**src/rtl/pbus8_pkg.sv**
```systemverilog
// rtl/pbus8_pkg.sv - shared types, widths and parameter legality check for the pbus8 master
package pbus8_pkg;

   localparam int CNT_W = 8;

   typedef enum logic [2:0] {
      ST_IDLE   = 3'd0,
      ST_TURN   = 3'd1,
      ST_SETUP  = 3'd2,
      ST_STROBE = 3'd3,
      ST_HOLD   = 3'd4
   } state_t;

   function automatic bit in_range(input int v);
      return (v >= 1) && (v <= 255);
   endfunction

   function automatic bit params_legal(input int wr_low, input int wr_high,
                                       input int rd_low, input int rd_high,
                                       input int turn);
      return in_range(wr_low) && in_range(wr_high) && in_range(rd_low) &&
             in_range(rd_high) && in_range(turn);
   endfunction

endpackage

```
**src/rtl/pbus8_timer.sv**
```systemverilog
// rtl/pbus8_timer.sv - loadable down-counter timing the TURN, STROBE and HOLD phases
module pbus8_timer
   import pbus8_pkg::*;
(
   input  logic             clock,
   input  logic             reset_n,
   input  logic             load,
   input  logic [CNT_W-1:0] value,
   output logic             done
);

   logic [CNT_W-1:0] count;

   // done marks the final cycle of a phase; the count parks at zero afterwards
   always_ff @(posedge clock or negedge reset_n) begin
      if (!reset_n) begin
         count <= '0;
      end else if (load) begin
         count <= value;
      end else if (count != '0) begin
         count <= count - CNT_W'(1);
      end
   end

   assign done = (count == CNT_W'(1));

endmodule

```
**src/rtl/pbus8_master.sv**
```systemverilog
// rtl/pbus8_master.sv - 8080-style 8-bit parallel bus master driven by a command stream
module pbus8_master
   import pbus8_pkg::*;
#(
   parameter int WR_LOW  = 2,
   parameter int WR_HIGH = 2,
   parameter int RD_LOW  = 4,
   parameter int RD_HIGH = 2,
   parameter int TURN    = 1
) (
   input  logic       clock,
   input  logic       reset_n,
   input  logic       cmd_valid,
   output logic       cmd_ready,
   input  logic       cmd_rw,
   input  logic       cmd_dc,
   input  logic [7:0] cmd_data,
   output logic       rsp_valid,
   output logic [7:0] rsp_data,
   output logic       busy,
   output logic       cs_n,
   output logic       wr_n,
   output logic       rd_n,
   output logic       dc,
   output logic [7:0] bus_write,
   output logic       bus_oe,
   input  logic [7:0] bus_read
);

   if (!params_legal(WR_LOW, WR_HIGH, RD_LOW, RD_HIGH, TURN)) begin : g_bad_params
      $error("pbus8_master: every timing parameter must lie in 1..255");
   end

   state_t           state, next_state;
   logic             rw_q, dc_q, last_rd;
   logic [7:0]       data_q;
   logic             accept, load, tdone, capture, tx_next;
   logic [CNT_W-1:0] load_val;
   logic             cur_rw, cur_dc;
   logic [7:0]       cur_data;

   assign cmd_ready = (state == ST_IDLE);
   assign busy      = (state != ST_IDLE);
   assign accept    = cmd_valid && cmd_ready;

   // Outputs are registered from next_state, so the command fields must be
   // visible combinationally on the accept edge.
   assign cur_rw   = accept ? cmd_rw   : rw_q;
   assign cur_dc   = accept ? cmd_dc   : dc_q;
   assign cur_data = accept ? cmd_data : data_q;

   assign tx_next = (next_state == ST_SETUP) || (next_state == ST_STROBE) ||
                    (next_state == ST_HOLD);
   assign capture = (state == ST_STROBE) && tdone && rw_q;

   always_comb begin
      next_state = state;
      load       = 1'b0;
      load_val   = '0;
      case (state)
         ST_IDLE: begin
            if (accept) begin
               if (!cmd_rw && last_rd) begin
                  next_state = ST_TURN;
                  load       = 1'b1;
                  load_val   = CNT_W'(TURN);
               end else begin
                  next_state = ST_SETUP;
               end
            end
         end
         ST_TURN: begin
            if (tdone) next_state = ST_SETUP;
         end
         ST_SETUP: begin
            next_state = ST_STROBE;
            load       = 1'b1;
            load_val   = rw_q ? CNT_W'(RD_LOW) : CNT_W'(WR_LOW);
         end
         ST_STROBE: begin
            if (tdone) begin
               next_state = ST_HOLD;
               load       = 1'b1;
               load_val   = rw_q ? CNT_W'(RD_HIGH) : CNT_W'(WR_HIGH);
            end
         end
         ST_HOLD: begin
            if (tdone) next_state = ST_IDLE;
         end
         default: next_state = ST_IDLE;
      endcase
   end

   pbus8_timer u_timer (
      .clock   (clock),
      .reset_n (reset_n),
      .load    (load),
      .value   (load_val),
      .done    (tdone)
   );

   always_ff @(posedge clock or negedge reset_n) begin
      if (!reset_n) begin
         state     <= ST_IDLE;
         rw_q      <= 1'b0;
         dc_q      <= 1'b0;
         data_q    <= 8'h00;
         last_rd   <= 1'b0;
         cs_n      <= 1'b1;
         wr_n      <= 1'b1;
         rd_n      <= 1'b1;
         dc        <= 1'b0;
         bus_oe    <= 1'b0;
         bus_write <= 8'h00;
         rsp_valid <= 1'b0;
         rsp_data  <= 8'h00;
      end else begin
         state <= next_state;
         if (accept) begin
            rw_q   <= cmd_rw;
            dc_q   <= cmd_dc;
            data_q <= cmd_data;
         end
         cs_n   <= !tx_next;
         wr_n   <= !((next_state == ST_STROBE) && !cur_rw);
         rd_n   <= !((next_state == ST_STROBE) && cur_rw);
         bus_oe <= tx_next && !cur_rw;
         if (next_state == ST_SETUP) begin
            dc <= cur_dc;
            if (!cur_rw) bus_write <= cur_data;
         end
         rsp_valid <= capture;
         if (capture) rsp_data <= bus_read;
         if ((state == ST_HOLD) && tdone) last_rd <= rw_q;
      end
   end

endmodule
```
**config.mk**
```make
export PLATFORM = sky130hd
export DESIGN_NAME = pbus8_master
export DESIGN_NICKNAME = d
export VERILOG_FILES = /design/src/rtl/pbus8_pkg.sv /design/src/rtl/pbus8_timer.sv /design/src/rtl/pbus8_master.sv
export SDC_FILE = /design/constraint.sdc
export NUM_CORES = 1
export LEC_CHECK = 0
export CAP_MARGIN = 20
export CORE_MARGIN = 3
export CORE_UTILIZATION = 25
export CTS_BUF_LIST = sky130_fd_sc_hd__clkbuf_8
export CTS_CLUSTER_SIZE = 14
export DETAILED_ROUTE_END_ITERATION = 16
export GPL_TIMING_DRIVEN = 0
export PLACE_DENSITY = 0.48
export REMOVE_ABC_BUFFERS = 1
export SLEW_MARGIN = 20
export SYNTH_ARGS = -nofsm -noshare
export SYNTH_HDL_FRONTEND = slang
export SYNTH_SLANG_ARGS = --single-unit
```
**constraint.sdc**
```tcl
create_clock -name clock -period 3 [get_ports clock]
set_input_delay 0.3 -clock clock [delete_from_list [all_inputs] [get_ports clock]]
set_output_delay 0.3 -clock clock [all_outputs]
set_load 0.05 [all_outputs]
```
* After elaboration in Yosys (flattened, before gate mapping)
Cells that the tools add are included.
** Word-level totals
- Output and inout bits :: 24
- Flip-flop bits (word level) :: 44
- Bits of input ports :: 21
** Operators by class
- $add $sub $neg :: 1
- Bitwise gates (word level) :: 1
- Mux-type cells :: 20
- Reductions and logical operators :: 20
- Eq/ne operators :: 8
** Operators with widths (number)
- 8-bit 2-to-1 mux :: 3
- 3-bit 2-to-1 mux :: 5
- 3-bit case mux with 5 select lines :: 1
- 3-bit by 2-bit equality test with 1-bit output, second input constant :: 4
- 3-bit case mux with 3 select lines :: 1
- 8-bit by 1-bit equality test with 1-bit output, second input constant :: 1
- 1-bit logical AND :: 8
- 8-bit nonzero test :: 1
- 8-bit by 1-bit subtractor with 8-bit output, second input constant :: 1
- 1-bit 2-to-1 mux :: 7
- 3-bit equality test, second input constant :: 2
- 1-bit zero test :: 5
- 2-bit 2-to-1 mux :: 2
- 3-bit by 1-bit equality test with 1-bit output, second input constant :: 1
- 3-bit zero test :: 1
- 1-bit case mux with 3 select lines :: 1
- 3-bit nonzero test :: 1
- 1-bit logical OR :: 2
- 2-bit AND reduction :: 1
- 2-bit nonzero test :: 1
- 1-bit inverter :: 1

* Longest topological paths before layout
- Depth after elaboration :: 9
- Depth in mapped cells :: 7
- Depth with buffers taken out :: 6

* Hierarchy
Synthesis repeated with hierarchy kept, for this count alone.
** Second synthesis, totals
- Cell total of the unflattened synthesis :: 194
- Area total of the unflattened synthesis :: 2055.7 sq um
** Modules (own cells, without submodules)
- pbus8_master :: seq. area each 904.6 sq um, cells an instance 133, times used 1, area an instance 1515.2 sq um
- pbus8_timer :: seq. area each 200.2 sq um, cells an instance 61, times used 1, area an instance 540.5 sq um

* Worst setup path after synthesis
Ideal clock, no wire load.
- Path type :: reg2reg
- Start :: reg u_timer.count[1]
- End :: reg bus_write[0]
- Clock period less this slack :: 1.896 ns
- Setup time :: 0.125 ns
- Slack :: 1.104 ns
- Arrival time :: 1.771 ns
- Stages on the path, launching flop included :: 7
- Cell sequence :: dfrtp_1 > inv_1 > ha_1 > nor3b_1 > nand4_1 > a21oi_4 > mux2_2
** On the way
- Longest elaborated chain between the ends :: 5
- Elaborated cells on any way between the ends :: 7
** RTL lines
- start, declared :: line pbus8_timer.sv:12 : logic [CNT_W-1:0] count;
- start signal, assigned :: line pbus8_timer.sv:19 : count <= value;
- start signal, assigned :: line pbus8_timer.sv:21 : count <= count - CNT_W'(1);
- 8-bit by 1-bit equality test with 1-bit output * :: line pbus8_timer.sv:25 : assign done = (count == CNT_W'(1));
- 3-bit 2-to-1 mux (on tied branches) :: line pbus8_master.sv:88, pbus8_master.sv:73, pbus8_master.sv:81
- 3-bit case mux with 5 select lines * :: line pbus8_master.sv:60 : case (state)
- 3-bit by 2-bit equality test with 1-bit output * :: line pbus8_master.sv:128 : if (next_state == ST_SETUP) begin
- 2-bit AND reduction (no line) *
- end signal, assigned :: line pbus8_master.sv:130 : if (!cur_rw) bus_write <= cur_data;
- end, declared :: line pbus8_master.sv:25 : output logic [7:0] bus_write,
Mark *: on every way between the ends. The rest lies on a longest branch, timed or not.
A chain may end at the register's enable or synchronous reset.

* Worst setup path in the final report
- Start :: reg state[2]
- End :: reg bus_write[5]
** On the way
- Elaborated cells on any way between the ends :: 16
** RTL lines
- start, declared :: line pbus8_master.sv:34 : state_t state, next_state;
- start signal, assigned :: line pbus8_master.sv:118 : state <= next_state;
- 3-bit zero test :: line pbus8_master.sv:42 : assign cmd_ready = (state == ST_IDLE);
- 1-bit logical AND :: line pbus8_master.sv:44 : assign accept = cmd_valid && cmd_ready;
- 1-bit 2-to-1 mux
- net cur_rw :: line pbus8_master.sv:39 : logic cur_rw, cur_dc;
- 1-bit inverter (no line)
- 2-bit AND reduction (no line)
The timed path passes the listed nets, and every way through them passes these cells.

==> results.md <==
- Synthesis-stage register bit count: 44
- Worst Clk Skew: 0.006986 ns
- Mux share of post-synthesis cell area: 0.1677
- CTS Buffer Depth: 2
- Post-synthesis cell area: 1962 µm²
- Core Box Area: 7447 µm²
- Die Height: 94.59 µm
- Final Hold Slack: 0.4642 ns
- Area Growth Syn to Fin: 34.12%
- Htree depth: 2
- Worst R2R Start: state[2]
- Max VDD drop: 0.4798 mV
- Most common cell after layout, fill and taps aside: clkdlybuf4s50_1
- Post-synth cell types: 40
- CTS tree: done
- Critical Path Start: state[2]
- Post-CTS Hold Fix Bufs: 1
- Post-CTS setup repair buffer count: 0
- Multi-input logic area: 803.3 µm²
- GRT busiest layer: met2
- WL/cell: 12.61 µm
- Clock latency on the worst-skew pair: about 0.29 ns
- First-pass GRT wire length: between 6000 and 7000 µm
- Fillers: 754
- Fmax: about 400 MHz
- Final hold violation count: 0
- Initial antenna violation count: 0
- Grt met3 use: 0.03586
- Met1 Usage GRT: 0.1166
- Final setup fails: 0
- Diode count: 0
- Clock Sinks: 44
- Synth Warn #: 0
- Synth async-reset ratio: 1.000
- Largest family of logic cells by synthesized area: multiplexers
- Critical-path maximum fanout: 12
- TNS Setup: 0 ns
- Root Buffer: clkbuf_8
- Via density: 4.445
- Post-route ant nets: 0
- Routed vias: 1329
- Fin crit share: 0.8288
- Adder-Cell Fraction of Synth Area: 0.01276
- Arr. time, crit path: 2.68 ns
- Power Density: roughly 1200 nW/µm²
- Most frequent cells in the layout: 43 x clkdlybuf4s50_1, 41 x dfrtp_1, 27 x mux2_2
- Register area share after synthesis: 0.5631
- Residual DRC count: 0
- Final HPWL DP: 2772 µm
- Port Buffers: 44
- GP Congestion: 0.7834
- Max-cap violations: 0
- Die ar.: 8946 µm²
- DRT Pass-1 Iters: 4
- Share of layout cells above drive strength 1: 0.2350
- Max Transition Viols Final: 0
- Worst r2r path cells: 4
- Critical Path Sink Type: register
- Post-CTS resize count: 0
- Post-synthesis simple-gate area fraction: 0.1333
- LEAKAGE: 1.095 nW
- Worst-path clk slew: 0.09 ns
- DRT iter0 DRCs: 37
- Die extent in x: roughly 95 µm
- Min Tclk post-route: between 2 and 2.5 ns
- Worst path required time: between 3 and 4 ns
- Relative slew slack: 0.4395
- Setup crit start kind: register
- Site Rows: 31
- Number of top-level pins: between 40 and 50
- Worst-Margin Slew: 0.8372 ns
- # nets final: 222
- Status: complete, no violations
- Hold crit path type: primary input to async pin
- Synth Flop Type: dfrtp_1
- Largest net degree at the start of global routing: 29
- Complex-gate fraction of the synthesized area: 0.07334
- Post-synth EDFFs: 0
- Syn Inst Count: 152
- GRT Util Overall: 0.09225
- RSZ-0062 raised after global routing: no
- Global route overflow: 0
- WS Path Type: register to register
- Initial Utilization: 0.2634
- Number of buffers created by CTS: 5
- GR Util met2: 0.1389
- Syn Area/Cell: 12.91 µm²
- Reg area: 1105 µm²
- Synth Area in XOR/XNOR: 0.02232
- Number of global-route vias before repair: ~1.4k
- Routed wire length: 3771 µm
==> per-layer routing <==
metal  share of wire  wire length (µm)
met3           0.079               297
met4           0.021                81
met2            0.45              1689
met1            0.45              1702
met5               0                 0
==> synth_stat cells (2+ instances only) <==
| cell | instances | area [µm²] |
|---|---|---|
| a21oi_1 | 2 | 10.01 |
| a31oi_1 | 2 | 12.51 |
| a32oi_1 | 2 | 17.52 |
| and2_1 | 2 | 12.51 |
| and3b_1 | 2 | 17.52 |
| buf_2 | 4 | 20.02 |
| dfrtp_1 | 41 | 1026 |
| dfstp_2 | 3 | 78.83 |
| ha_1 | 2 | 25.02 |
| inv_1 | 6 | 22.52 |
| mux2_2 | 27 | 304.0 |
| nand2_1 | 5 | 18.77 |
| nand3_1 | 4 | 20.02 |
| nor2_1 | 11 | 41.29 |
| nor2b_1 | 3 | 18.77 |
| nor3_1 | 3 | 15.01 |
| o211ai_1 | 2 | 15.01 |
| o21ai_0 | 4 | 20.02 |
| o31ai_1 | 2 | 15.01 |
| or3_1 | 2 | 12.51 |
| xnor2_1 | 3 | 26.28 |
| xor2_1 | 2 | 17.52 |
==> flip-flops by register name (all words and copies together), names as in the netlist, 3 cells and up <==
| signal | count |
|---|---|
| u_timer.count | 8 |
| rsp_data | 8 |
| bus_write | 8 |
| state | 3 |
| data_q | 8 |
==> final cells by class <==
cell class / instances / share of cell area
sequential: 44 / 0.4199
clock inverter: 3 / 0.01617
timing repair buffer: 46 / 0.1769
clock buffer: 5 / 0.02615
multi-input combinational: 96 / 0.3053
tap: 99 / 0.04708
inverter: 6 / 0.008559
==> where the power goes <==
part | total (mW) | switching, mW | internal [mW]
registers | 1.08 | 0.194 | 0.881
logic | 1.54 | 0.920 | 0.623
clock network | 0.451 | 0.205 | 0.246
total | 3.07 | 1.32 | 1.75
==> final timing paths <==
kind / endpoint / slack (ns)
max: bus_write[5] / 0.51
min: rsp_valid / 0.46
min reg2reg: data_q[2] / 0.50
min in group clock: data_q[2] / 0.50
max reg2reg: bus_write[5] / 0.51
max in group asynchronous: u_timer.count[4] / 2.06
==> through the flow <==
step | worst slack [ns] | total power, mW | area, µm² | utilization | instances
after floorplan | 0.8561 | 2.171 | 1931 | - | 146
after global placement | 0.2977 | 2.645 | 2495 | 0.3350 | 289
after detailed placement | 0.2386 | 2.646 | 2510 | 0.3370 | 290
after CTS | 0.4521 | 3.116 | 2631 | 0.3533 | 299
after global routing | 0.3849 | 3.288 | 2631 | 0.3533 | 299
final | 0.5137 | 3.070 | 2631 | 0.3533 | 299
==> worst max-delay path, stage by stage (launching register included) <==
cell	delay [ns]
dfrtp_1	0.51
nor4b_4	0.81
mux2_4	0.40
a21oi_4	0.29
mux2_2	0.38
==> logic make-up after synthesis <==
| kind of cell | after synthesis |
|---|---|
| XOR/XNOR | 5 |
| adder cells (fa/ha/maj) | 2 |
| flip-flops | 44 |
| buffers and inverters | 12 |
| AND/OR/NAND/NOR | 41 |
| multiplexers | 29 |
| AO/OA/AOI/OAI | 19 |
(Power assumes the default switching activity.)
